==> config.mk <==
export PLATFORM = sky130hd
export DESIGN_NAME = mem_arb
export DESIGN_NICKNAME = d
export VERILOG_FILES = /design/src/rtl/mem_arb_pkg.sv /design/src/rtl/mem_arb_pick.sv /design/src/rtl/mem_arb.sv
export SDC_FILE = /design/constraint.sdc
export NUM_CORES = 1
export LEC_CHECK = 0
export ABC_AREA = 0
export CORE_MARGIN = 5
export CORE_UTILIZATION = 42
export CTS_CLUSTER_SIZE = 12
export DETAILED_ROUTE_END_ITERATION = 7
export GPL_TIMING_DRIVEN = 0
export PLACE_DENSITY = 0.85
export SLEW_MARGIN = 20
export SYNTH_ARGS = -nofsm -noshare
export SYNTH_HDL_FRONTEND = slang
export SYNTH_HIERARCHICAL = 1
export SYNTH_SLANG_ARGS = --single-unit
==> constraint.sdc <==
create_clock -name clk -period 3.3 [get_ports clk]
set_input_delay 0.495 -clock clk [delete_from_list [all_inputs] [get_ports clk]]
set_output_delay 0.495 -clock clk [all_outputs]
set_load 0.01 [all_outputs]
==> src/rtl/mem_arb_pkg.sv <==
// Shared types and defaults for the instruction/data memory arbiter.
package mem_arb_pkg;

    // Arbiter controller states.
    typedef enum logic [1:0] {
        ARB_IDLE = 2'd0,
        ARB_BUSY = 2'd1,
        ARB_DONE = 2'd2
    } arb_state_e;

    // Which requester owns the current access.
    typedef enum logic {
        ARB_GNT_I = 1'b0,
        ARB_GNT_D = 1'b1
    } arb_gnt_e;

    localparam int STARVE_MAX_DEF = 4;
    localparam int TIMEOUT_DEF    = 64;

    // A word access must have its two low address bits clear.
    function automatic logic is_misaligned(input logic [1:0] addr_lo);
        return (addr_lo != 2'b00);
    endfunction

endpackage

==> src/rtl/mem_arb_pick.sv <==
// Combinational grant picker: data port has priority unless the fetch
// port has been passed over too many times in a row.
module mem_arb_pick
    import mem_arb_pkg::*;
(
    input  logic     i_req,
    input  logic     d_req,
    input  logic     starve_full,
    output arb_gnt_e gnt
);

    // Data wins by default; a starved, waiting fetch overrides it.
    always_comb begin
        gnt = ARB_GNT_I;
        if (d_req && !(starve_full && i_req)) begin
            gnt = ARB_GNT_D;
        end else begin
            gnt = ARB_GNT_I;
        end
    end

endmodule

==> src/rtl/mem_arb.sv <==
// Shares one single-ported, variable-latency memory between the fetch
// and data ports, one transaction at a time, with a starvation guard
// for fetch and a timeout for accesses the memory never completes.
module mem_arb
    import mem_arb_pkg::*;
#(
    parameter int DATA_W     = 32,
    parameter int STARVE_MAX = STARVE_MAX_DEF,
    parameter int TIMEOUT    = TIMEOUT_DEF
) (
    input  logic              clk,
    input  logic              rst_n,
    input  logic              i_req,
    input  logic [DATA_W-1:0] i_addr,
    output logic [DATA_W-1:0] i_rdata,
    output logic              i_ack,
    input  logic              d_req,
    input  logic              d_we,
    input  logic [DATA_W-1:0] d_addr,
    input  logic [DATA_W-1:0] d_wdata,
    output logic [DATA_W-1:0] d_rdata,
    output logic              d_ack,
    output logic              err,
    output logic              mem_req,
    output logic              mem_we,
    output logic [DATA_W-1:0] mem_addr,
    output logic [DATA_W-1:0] mem_wdata,
    input  logic [DATA_W-1:0] mem_rdata,
    input  logic              mem_ready,
    output logic              stall
);

    localparam int SW = $clog2(STARVE_MAX + 1);
    localparam int TW = $clog2(TIMEOUT + 1);
    localparam logic [SW-1:0] STARVE_FULL = SW'(STARVE_MAX);
    localparam logic [TW-1:0] TMO_LAST    = TW'(TIMEOUT - 1);

    arb_state_e        state_q, state_d;
    arb_gnt_e          gnt_q, gnt_d;
    logic [SW-1:0]     starve_q, starve_d;
    logic [TW-1:0]     tmo_q, tmo_d;
    logic              mem_req_q, mem_req_d;
    logic              mem_we_q, mem_we_d;
    logic [DATA_W-1:0] mem_addr_q, mem_addr_d;
    logic [DATA_W-1:0] mem_wdata_q, mem_wdata_d;
    logic [DATA_W-1:0] i_rdata_q, i_rdata_d;
    logic [DATA_W-1:0] d_rdata_q, d_rdata_d;
    logic              i_ack_q, i_ack_d;
    logic              d_ack_q, d_ack_d;
    logic              err_q, err_d;

    arb_gnt_e          pick_s;
    logic              starve_full_s;
    logic [DATA_W-1:0] win_addr_s;
    logic              win_we_s;

    assign starve_full_s = (starve_q == STARVE_FULL);

    mem_arb_pick u_pick (
        .i_req       (i_req),
        .d_req       (d_req),
        .starve_full (starve_full_s),
        .gnt         (pick_s)
    );

    // Address and direction of whichever requester the picker chose.
    always_comb begin
        win_addr_s = i_addr;
        win_we_s   = 1'b0;
        if (pick_s == ARB_GNT_D) begin
            win_addr_s = d_addr;
            win_we_s   = d_we;
        end else begin
            win_addr_s = i_addr;
            win_we_s   = 1'b0;
        end
    end

    // Next-state, grant, counters and registered outputs.
    always_comb begin
        state_d     = state_q;
        gnt_d       = gnt_q;
        starve_d    = starve_q;
        tmo_d       = tmo_q;
        mem_req_d   = mem_req_q;
        mem_we_d    = mem_we_q;
        mem_addr_d  = mem_addr_q;
        mem_wdata_d = mem_wdata_q;
        i_rdata_d   = i_rdata_q;
        d_rdata_d   = d_rdata_q;
        i_ack_d     = 1'b0;
        d_ack_d     = 1'b0;
        err_d       = 1'b0;

        case (state_q)
            ARB_IDLE: begin
                if (i_req || d_req) begin
                    gnt_d = pick_s;
                    tmo_d = '0;
                    // Starvation only accrues while a fetch is actually waiting.
                    if (pick_s == ARB_GNT_D && i_req) begin
                        starve_d = starve_full_s ? starve_q : starve_q + SW'(1);
                    end else begin
                        starve_d = '0;
                    end
                    if (is_misaligned(win_addr_s[1:0])) begin
                        // Never reaches the memory; report straight away.
                        state_d = ARB_DONE;
                        err_d   = 1'b1;
                        i_ack_d = (pick_s == ARB_GNT_I);
                        d_ack_d = (pick_s == ARB_GNT_D);
                        if (pick_s == ARB_GNT_I) begin
                            i_rdata_d = '0;
                        end else if (!d_we) begin
                            d_rdata_d = '0;
                        end else begin
                            d_rdata_d = d_rdata_q;
                        end
                    end else begin
                        state_d     = ARB_BUSY;
                        mem_req_d   = 1'b1;
                        mem_we_d    = win_we_s;
                        mem_addr_d  = {win_addr_s[DATA_W-1:2], 2'b00};
                        mem_wdata_d = (pick_s == ARB_GNT_D) ? d_wdata : '0;
                    end
                end else begin
                    starve_d = '0;
                end
            end

            ARB_BUSY: begin
                if (mem_ready || (tmo_q == TMO_LAST)) begin
                    state_d   = ARB_DONE;
                    mem_req_d = 1'b0;
                    mem_we_d  = 1'b0;
                    tmo_d     = '0;
                    err_d     = !mem_ready;
                    i_ack_d   = (gnt_q == ARB_GNT_I);
                    d_ack_d   = (gnt_q == ARB_GNT_D);
                    // Stores leave read data alone; aborted reads return zero.
                    if (gnt_q == ARB_GNT_I) begin
                        i_rdata_d = mem_ready ? mem_rdata : '0;
                    end else if (!mem_we_q) begin
                        d_rdata_d = mem_ready ? mem_rdata : '0;
                    end else begin
                        d_rdata_d = d_rdata_q;
                    end
                end else begin
                    tmo_d = tmo_q + TW'(1);
                end
            end

            ARB_DONE: begin
                // Requests are deliberately ignored here so a held req
                // is not granted twice.
                state_d = ARB_IDLE;
            end

            default: begin
                state_d   = ARB_IDLE;
                mem_req_d = 1'b0;
                mem_we_d  = 1'b0;
            end
        endcase
    end

    // State and output registers; reset abandons any access in flight.
    always_ff @(posedge clk or negedge rst_n) begin
        if (!rst_n) begin
            state_q     <= ARB_IDLE;
            gnt_q       <= ARB_GNT_I;
            starve_q    <= '0;
            tmo_q       <= '0;
            mem_req_q   <= 1'b0;
            mem_we_q    <= 1'b0;
            mem_addr_q  <= '0;
            mem_wdata_q <= '0;
            i_rdata_q   <= '0;
            d_rdata_q   <= '0;
            i_ack_q     <= 1'b0;
            d_ack_q     <= 1'b0;
            err_q       <= 1'b0;
        end else begin
            state_q     <= state_d;
            gnt_q       <= gnt_d;
            starve_q    <= starve_d;
            tmo_q       <= tmo_d;
            mem_req_q   <= mem_req_d;
            mem_we_q    <= mem_we_d;
            mem_addr_q  <= mem_addr_d;
            mem_wdata_q <= mem_wdata_d;
            i_rdata_q   <= i_rdata_d;
            d_rdata_q   <= d_rdata_d;
            i_ack_q     <= i_ack_d;
            d_ack_q     <= d_ack_d;
            err_q       <= err_d;
        end
    end

    assign mem_req   = mem_req_q;
    assign mem_we    = mem_we_q;
    assign mem_addr  = mem_addr_q;
    assign mem_wdata = mem_wdata_q;
    assign i_rdata   = i_rdata_q;
    assign d_rdata   = d_rdata_q;
    assign i_ack     = i_ack_q;
    assign d_ack     = d_ack_q;
    assign err       = err_q;
    assign stall     = (i_req & ~i_ack_q) | (d_req & ~d_ack_q);

endmodule

# After elaboration in Yosys (flattened, before gate mapping)
# Index checks and enable logic that the tools add are counted.
[word_totals]
word_cells = 105
in_bits = 134
register_bits = 144
[classes]
eq_ne = 15
addsub = 2
muxes = 48
n_reduce_logical = 18
n_bitwise = 9
[ops]
columns = ["cell", "count"]
rows = [
  ["$mux 32", 15],
  ["$pmux 32 s2", 2],
  ["$ne 2x2->1 const B", 10],
  ["$mux 1", 16],
  ["$mux 7", 2],
  ["$pmux 7 s2", 1],
  ["$mux 3", 3],
  ["$reduce_and 2->1", 4],
  ["$reduce_and 8->1", 1],
  ["$add 7x1->7 const B", 1],
  ["$eq 7x6->1 const B", 1],
  ["$mux 2", 3],
  ["$not 1->1", 6],
  ["$pmux 1 s2", 3],
  ["$pmux 1 s3", 2],
  ["$reduce_and 6->1", 1],
  ["$pmux 2 s2", 1],
  ["$reduce_and 4->1", 1],
  ["$reduce_bool 2->1", 2],
  ["$add 3x1->3 const B", 1],
  ["$eq 3x3->1 const B", 1],
  ["$logic_and 1x1->1", 3],
  ["$ne 3x3->1 const B", 1],
  ["$reduce_and 3->1", 1],
  ["7 further kinds", 10],
]

# Longest topological paths before layout
# Gate-level depths: netlist of run 1.
[depth]
depth_word = 10
mapped_depth = 12
ltp_nobuf = 9

# Modules after synthesis
# Netlist of run 1, hierarchy kept.
[by_module_without_submodules]
columns = ["module", "seq_area_each_um2", "area_each_um2", "cells_each", "n_inst"]
rows = [
  ["mem_arb", 3603.5, 6077.1, 489, 1],
  ["mem_arb_pick", 0.0, 11.3, 1, 1],
]

# Worst setup path before layout of run 1
# Ideal clock, no wire load.
[synth_timing]
path_kind = "register -> register"
startpoint = "register starve_q[0]"
endpoint = "register d_rdata_q[14], in the netlist d_rdata[14]"
path_buffers = 2
path_stages_with_launch = 12
synth_period_minus_slack_ns = 2.434
t_arrival_ns = 2.309
setup_ns = 0.125
required_time_ns = 3.175
path_slack_ns = 0.866
path_cell_list = "dfrtp_1 > inv_1 > ha_1 > nand2_1 > inv_1 > a21boi_2 > buf_2 > nor3_1 > or2_2 > a221oi_4 > buf_6 > mux2_2"
[synth_via]
elab_chain_len = 9
word_cells_on_any_way = 10
cone_classes = "eq/ne: 3; mux: 2; reduce/logical: 5"
[synth_lines]
columns = ["item", "line_no", "rtl"]
rows = [
  ["from (decl)", "mem_arb.sv:40", "logic [SW-1:0] starve_q, starve_d;"],
  ["from (signal assigned)", "mem_arb.sv:186", "starve_q <= starve_d;"],
  ["$eq 3x3->1 *", "mem_arb.sv:57", "assign starve_full_s = (starve_q == STARVE_FULL);"],
  ["net starve_full_s", "mem_arb.sv:53", "logic starve_full_s;"],
  ["$logic_and 1x1->1 *", "mem_arb_pick.sv:15", "if (d_req && !(starve_full && i_req)) begin"],
  ["$logic_not 1->1 *", "mem_arb_pick.sv:15", ""],
  ["$logic_and 1x1->1 *", "mem_arb_pick.sv:15", ""],
  ["$mux 1 *", "mem_arb_pick.sv:15", ""],
  ["net pick_s", "mem_arb.sv:52", "arb_gnt_e pick_s;"],
  ["$mux 32", "mem_arb.sv:70", "if (pick_s == ARB_GNT_D) begin"],
  ["$reduce_bool 2->1", "mem_arb_pkg.sv:22", "return (addr_lo != 2'b00);"],
  ["$ne 2x2->1 (no source line)", "--", ""],
  ["$reduce_and 8->1 (no source line) *", "--", ""],
  ["to (signal assigned)", "mem_arb.sv:193", "d_rdata_q <= d_rdata_d;"],
  ["to (decl)", "mem_arb.sv:47", "logic [DATA_W-1:0] d_rdata_q, d_rdata_d;"],
]
# Mark *: on every way through the listed nets, which the timed path passes. The rest lies on a longest branch.
# A chain may end at the register's enable or synchronous reset.

# Final worst setup path of run 1
[layout_timing]
startpoint = "register starve_q[0]"
endpoint = "register mem_addr_q[21], in the netlist mem_addr[21]"
[layout_via]
elab_chain_len = 9
[layout_lines]
columns = ["item", "line_no", "rtl"]
rows = [
  ["$eq 3x3->1 *", "mem_arb.sv:57", ""],
  ["net starve_full_s", "mem_arb.sv:53", ""],
  ["$logic_and 1x1->1 *", "mem_arb_pick.sv:15", ""],
  ["$logic_not 1->1 *", "mem_arb_pick.sv:15", ""],
  ["$logic_and 1x1->1 *", "mem_arb_pick.sv:15", ""],
  ["$mux 1 *", "mem_arb_pick.sv:15", ""],
  ["net pick_s", "mem_arb.sv:52", ""],
  ["$mux 32 *", "mem_arb.sv:70", ""],
  ["$reduce_bool 2->1", "mem_arb_pkg.sv:22", ""],
  ["$not 1->1 (no source line)", "--", ""],
  ["$reduce_and 3->1 (no source line)", "--", ""],
  ["to (signal assigned)", "mem_arb.sv:190", "mem_addr_q <= mem_addr_d;"],
  ["to (decl)", "mem_arb.sv:44", "logic [DATA_W-1:0] mem_addr_q, mem_addr_d;"],
]
# Marks and branches as above.

==> run_results.csv, run 1 <==
group,metric,value,unit
outcome,status,"completed",
grt,grt_pass1_wl,28.3,mm
timing,drv_slew,0,
drt,via_per_inst,5.24,
die,coreArea,14400,sq um
critical_path,start_kind,"flop",
pwr,p_per_area,653,nW/um^2
timing,final.period_utilization,0.896,
clock_tree,cts_root_buffer,"clkbuf_16",
placed_design,gp_congestion,0.843,
die,die_x,130,um
synth,ys_seq_area_frac,0.592,
synth,syn_inst,490,
clock_tree,tritoncts,"done",
die,initial_core_util,0.424,
timing,setup_viol,0,
grt,grt_max_degree,104,
timing,rsz0062_at_grt,"false",
drt,wirelength,18.5,mm
critical_path,worst_ep_required_time,3.62,ns
worst_hold_path,hp-class,"reg2reg",
clock_tree,cts_resized,0,
drt,route.detailed.drc,0,
grt,first_global_vias,5451,
clock_tree,htree_levels,4,
timing,tightest_slew,0.739,ns
drt,wire_per_inst,19.0,um
timing,period_needed,2.96,ns
grt,grt_usage,0.217,
job,cap_violations,0,
timing,relSlewSlack,0.507,
clock_tree,postCtsSetupRepairBufs,0,
clock_tree,cts_sinks,144,
grt,antenna_found_initial,0,
critical_path,critPathKind,"reg2reg",
drt,ant_nets,0,
drt,drt_iter0_markers,245,
synth,syn-cell-area,6090,sq um
grt,grt-ovfl-total,0,
critical_path,arrival,3.28,ns
synth,yosysUniqueCellTypes,42,
layout,layout-drive-gt1-share,0.143,
clock_tree,cts_buffers,17,
pwr,ir_drop,0.362,mV
pwr,leakage,4.48,nW
drt,num_vias,5095,
synth,synth_seq_cells,144,
layout,num_antenna_cells,0,
timing,fin_skew,0.00633,ns
clock_tree,clkSlewWorstSetupHoldPaths,0.06,ns
timing,max_freq,338,MHz
layout,area_growth,58.1,%
critical_path,cp_max_fo,10,
layout,final_nets,913,
synth,syn_area_per_cell,12.4,sq um
layout,final_cells,972,
critical_path,endpoint_kind,"flop",
die,dieArea,17000,sq um
clock_tree,worstSkewPairLatency,0.41,ns
placed_design,numPortBuffers,264,
timing,final_hold_viol_count,0,
placed_design,place_inst,940,
drt,drt-pass1-iter-count,4,
die,die_h,130,um
timing,tns,0,ns
synth,ys_warn_count,6,
layout,fillers,1043,
clock_tree,clockBufferDepth,2,
die,row_count,44,
timing,fin_worst_hold_slack,0.482,ns
placed_design,hpwl,14.2,mm
die,io_pins,268,
## synth_stat cells, drive strengths merged
cell type | count | area share
or3b | 1 | 0.0014
a21boi | 2 | 0.0031
nand2 | 45 | 0.028
o21ai | 39 | 0.032
conb | 1 | 0.00062
ha | 3 | 0.0062
a41oi | 2 | 0.0029
o22ai | 3 | 0.0031
a32o | 1 | 0.0016
o211ai | 2 | 0.0025
nor2b | 1 | 0.0010
mux2i | 30 | 0.049
o32ai | 1 | 0.0014
mux2 | 64 | 0.12
o31ai | 1 | 0.0012
o21bai | 2 | 0.0025
nand3 | 4 | 0.0041
clkbuf | 20 | 0.012
nand2b | 2 | 0.0021
or2 | 4 | 0.0041
nor3 | 3 | 0.0025
dfrtp | 144 | 0.59
a22o | 32 | 0.046
inv | 10 | 0.0062
or3 | 4 | 0.0049
a221oi | 1 | 0.0043
nor3b | 1 | 0.0012
nor2 | 10 | 0.0066
a31oi | 2 | 0.0021
nor4bb | 1 | 0.0016
buf | 14 | 0.015
o31a | 1 | 0.0014
a21oi | 6 | 0.0049
and3 | 33 | 0.034
## layout by cell type, fill, tap and decap left out, types with 4 or more instances in the layout
cell type and instances:
clkdlybuf4s50_1 263, dfrtp_1 144, mux2_2 60, nand2_1 45
o21ai_0 39, and3_1 33, a22o_1 32, mux2i_1 30
clkbuf_1 21, clkbuf_16 17, inv_1 10, nor2_1 9
buf_2 6, a21oi_1 6, or2_2 4, mux2_1 4
clkbuf_8 4
## layout make-up
cell class	instances	area, sq um	area share
Buffer	34	165	0.0172
Multi-Input combinational cell	303	2290	0.238
Timing Repair Buffer	266	2690	0.279
Inverter	10	37.5	0.00390
Clock buffer	22	484	0.0503
Clock inverter	9	131	0.0137
Sequential cell	144	3600	0.374
Tap cell	184	230	0.0239
## worst paths after layout
check / depth (start not counted) / end / startpoint / slack [ns]
min in group asynchronous: 2 / i_rdata[5]$_DFFE_PN0P_ / rst_n / 0.56
setup reg to reg: 12 / mem_addr[21]$_DFFE_PN0P_ / starve_q[0]$_DFFE_PN0P_ / 0.34
hold / removal: 2 / mem_addr[6]$_DFFE_PN0P_ / mem_addr[6]$_DFFE_PN0P_ / 0.48
max in group asynchronous: 3 / mem_wdata[7]$_DFFE_PN0P_ / rst_n / 1.94
hold reg to reg: 2 / mem_addr[6]$_DFFE_PN0P_ / mem_addr[6]$_DFFE_PN0P_ / 0.48
setup / recovery: 12 / mem_addr[21]$_DFFE_PN0P_ / starve_q[0]$_DFFE_PN0P_ / 0.34
## stage by stage
| stage | util | power (mW) | cell area [sq um] | setup WS [ns] |
|---|---|---|---|---|
| final | 0.670 | 6.28 | 9620 | 0.344 |
| after global routing | 0.670 | 6.60 | 9620 | 0.0558 |
| after CTS | 0.670 | 6.35 | 9620 | 0.251 |
| after detailed placement | 0.626 | 4.34 | 9000 | -0.0751 |
| after global placement | 0.624 | 4.28 | 8960 | -3.73 |
| after floorplan | - | 3.12 | 6090 | 0.866 |
## routing by layer
| layer | up-vias | share of wire | routed length (um) | GRT usage |
|---|---|---|---|---|
| met4 | 0 | 0.027 | 498 | 0.0847 |
| met3 | 37 | 0.095 | 1750 | 0.0683 |
| met2 | 248 | 0.51 | 9380 | 0.372 |
| met1 | 2485 | 0.37 | 6850 | 0.255 |
| met5 | - | 0 | 0 | 0 |
| li1 | 2325 | - | - | - |
## where the power goes
part	switching (mW)	leakage, nW	internal, mW
sequential	0.247	1.93	2.16
combinational	0.811	2.26	1.10
clock	0.706	0.294	1.26
total	1.76	4.48	4.52
## registers in the layout, summed over array words and instances, names as in the netlist
signal / count
state_q: 2
mem_we: 1
mem_req: 1
mem_addr: 30
tmo_q: 7
err: 1
d_ack: 1
gnt_q: 1
mem_wdata: 32
d_rdata: 32
i_rdata: 32
i_ack: 1
starve_q: 3
## timing repair
action,4_1_cts,5_1_grt
hold buffers,1,0
hold endpoints to repair,41,0
endpoints found under the setup margin,0,0
## critical path, stage by stage, from the launching register on
cell,delay [ns]
dfrtp_1,0.38
inv_1,0.06
ha_1,0.22
nand2_1,0.10
inv_1,0.07
a21boi_2,0.12
buf_2,0.23
nor3_1,0.12
o211ai_1,0.54
clkbuf_1,0.42
buf_1,0.40
nand2_1,0.11
o21ai_0,0.10
## cells by family (layout without fill, tap and decap cells)
logic type	count (synthesis)	count (layout)	synth area share
compound gates	95	95	0.109
other cells	1	2	0.000616
flops	144	144	0.592
fa+ha+maj	3	3	0.00617
buf+inv	44	341	0.0333
mux	94	94	0.168
simple gates	109	109	0.0912
Note: power is estimated with default switching activity, not from simulation.
==> run 2: changes to the inputs <==
- SLEW_MARGIN: 20 -> 0
==> run 2 against run 1 <==
Compared with the run above: die area unchanged; critical path depth did not move; flip-flop and latch count is the same; largest cell class unchanged; largest power group unchanged.
==> run_results.csv, run 2 (synthesized netlist as in run 1, its figures left out) <==
group,metric,value,unit
outcome,status,"completed",
pwr,totalPowerFinal,6.32,mW
timing,period_needed,2.97,ns
drt,wirelength_met1,6.86,mm
drt,wirelength,18.3,mm
timing,fin_ws,0.327,ns
drt,ant_nets,0,
clock_tree,cts_buffers,17,
timing,tns,0,ns
grt,antenna_found_initial,0,
critical_path,endpoint_kind,"flop",
placed_design,place_area,8990,sq um
clock_tree,htree_levels,4,
drt,wl_met2,9.34,mm
layout,fin_area,9630,sq um
critical_path,reg2reg_slack,0.33,ns
drt,top_layer,"met4",
pwr,p_per_area,656,nW/um^2
layout,final_nets,913,
placed_design,place_inst,940,
die,die_x,130,um
drt,wl_met3,1.74,mm
layout,layout_commonest_cell,"clkdlybuf4s50_1",
grt,first_global_vias,5374,
clock_tree,holdBufCountCts,1,
die,io_pins,268,
die,dieArea,17000,sq um
worst_hold_path,hp-class,"reg2reg",
grt,grt_usage,0.212,
critical_path,cp_max_fo,10,
grt,grt-ovfl-total,0,
pwr,ir_drop,0.409,mV
timing,rsz0062_at_grt,"false",
layout,utilization,0.670,
clock_tree,clkSlewWorstSetupHoldPaths,0.06,ns
clock_tree,cts_root_buffer,"clkbuf_16",
placed_design,gp_congestion,0.843,
clock_tree,tritoncts,"done",
timing,setup_viol,0,
drt,num_vias,5103,
clock_tree,cts_resized,0,
critical_path,worst_ep_required_time,3.63,ns
clock_tree,clockBufferDepth,2,
grt,grt_pass1_wl,27.8,mm
die,coreArea,14400,sq um
clock_tree,worstSkewPairLatency,0.41,ns
drt,drt_iter0_markers,181,
placed_design,pre_cts_ws,-0.0656,ns
layout,area_growth,58.2,%
timing,drv_slew,0,
timing,tightest_slew,0.730,ns
timing,fin_skew,0.00659,ns
timing,relSlewSlack,0.513,
job,cap_violations,0,
layout,layout-drive-gt1-share,0.143,
timing,final_hold_viol_count,0,
placed_design,numPortBuffers,264,
die,die_h,130,um
grt,grt_max_degree,104,
clock_tree,cts_sinks,144,
timing,max_freq,336,MHz
critical_path,arrival,3.30,ns
drt,drt-pass1-iter-count,4,
timing,final.period_utilization,0.901,
layout,num_antenna_cells,0,
timing,fin_worst_hold_slack,0.480,ns
clock_tree,postCtsSetupRepairBufs,0,
critical_path,critPathKind,"reg2reg",
drt,via_per_inst,5.25,
die,row_count,44,
die,initial_core_util,0.424,
layout,final_cells,972,
pwr,leakage,4.48,nW
drt,route.detailed.drc,0,
critical_path,start_kind,"flop",
placed_design,hpwl,14.1,mm
drt,wire_per_inst,18.8,um
layout,mostFrequentLayoutCells,"263 x clkdlybuf4s50_1, 144 x dfrtp_1, 60 x mux2_2",
==> run 2: cell types whose count changed in the layout (fill, tap and decap cells not counted), sizes merged <==
cell / delta
clkinvlp: -1
clkbuf: -1
bufinv: +1
clkinv: +1
==> run 2: area by class of cell <==
cell class | count | area, sq um
buffer | 34 | 165
clock buffer | 21 | 470
clock inverter | 10 | 159
fill | 1049 | 4740
inverter | 10 | 37.5
multi-input combinational | 303 | 2290
sequential | 144 | 3600
tap | 184 | 230
timing repair buffer | 266 | 2680
==> run 2: worst max-delay path: stages, from the launching register on <==
cell      delay [ns]
dfrtp_1         0.38
inv_1           0.06
ha_1            0.22
nand2_1         0.10
inv_1           0.07
a21boi_2        0.12
buf_2           0.24
nor3_1          0.13
o211ai_1        0.53
clkbuf_1        0.40
buf_1           0.41
nand2_1         0.13
o21ai_0         0.10
==> run 2: path summary, 6_finish.rpt <==
kind | depth (start not counted) | startpoint | to
setup / recovery | 12 | starve_q[0]$_DFFE_PN0P_ | mem_addr[26]$_DFFE_PN0P_
hold / removal | 2 | mem_addr[21]$_DFFE_PN0P_ | mem_addr[21]$_DFFE_PN0P_
setup reg to reg | 12 | starve_q[0]$_DFFE_PN0P_ | mem_addr[26]$_DFFE_PN0P_
hold reg to reg | 2 | mem_addr[21]$_DFFE_PN0P_ | mem_addr[21]$_DFFE_PN0P_
max in group asynchronous | 3 | rst_n | d_rdata[29]$_DFFE_PN0P_
min in group asynchronous | 2 | rst_n | d_rdata[11]$_DFFE_PN0P_
==> run 2: power by group <==
group | internal (mW) | switching, mW | total [mW]
Clock | 1.32 | 0.698 | 2.02
Combinational | 1.09 | 0.807 | 1.90
Sequential | 2.16 | 0.242 | 2.40
==> run 2: metal layers <==
| layer | vias up | track usage |
|---|---|---|
| li1 | 2320 | - |
| met1 | 2516 | 0.247 |
| met2 | 239 | 0.366 |
| met3 | 28 | 0.0720 |
| met4 | 0 | 0.0756 |
| met5 | - | 0 |
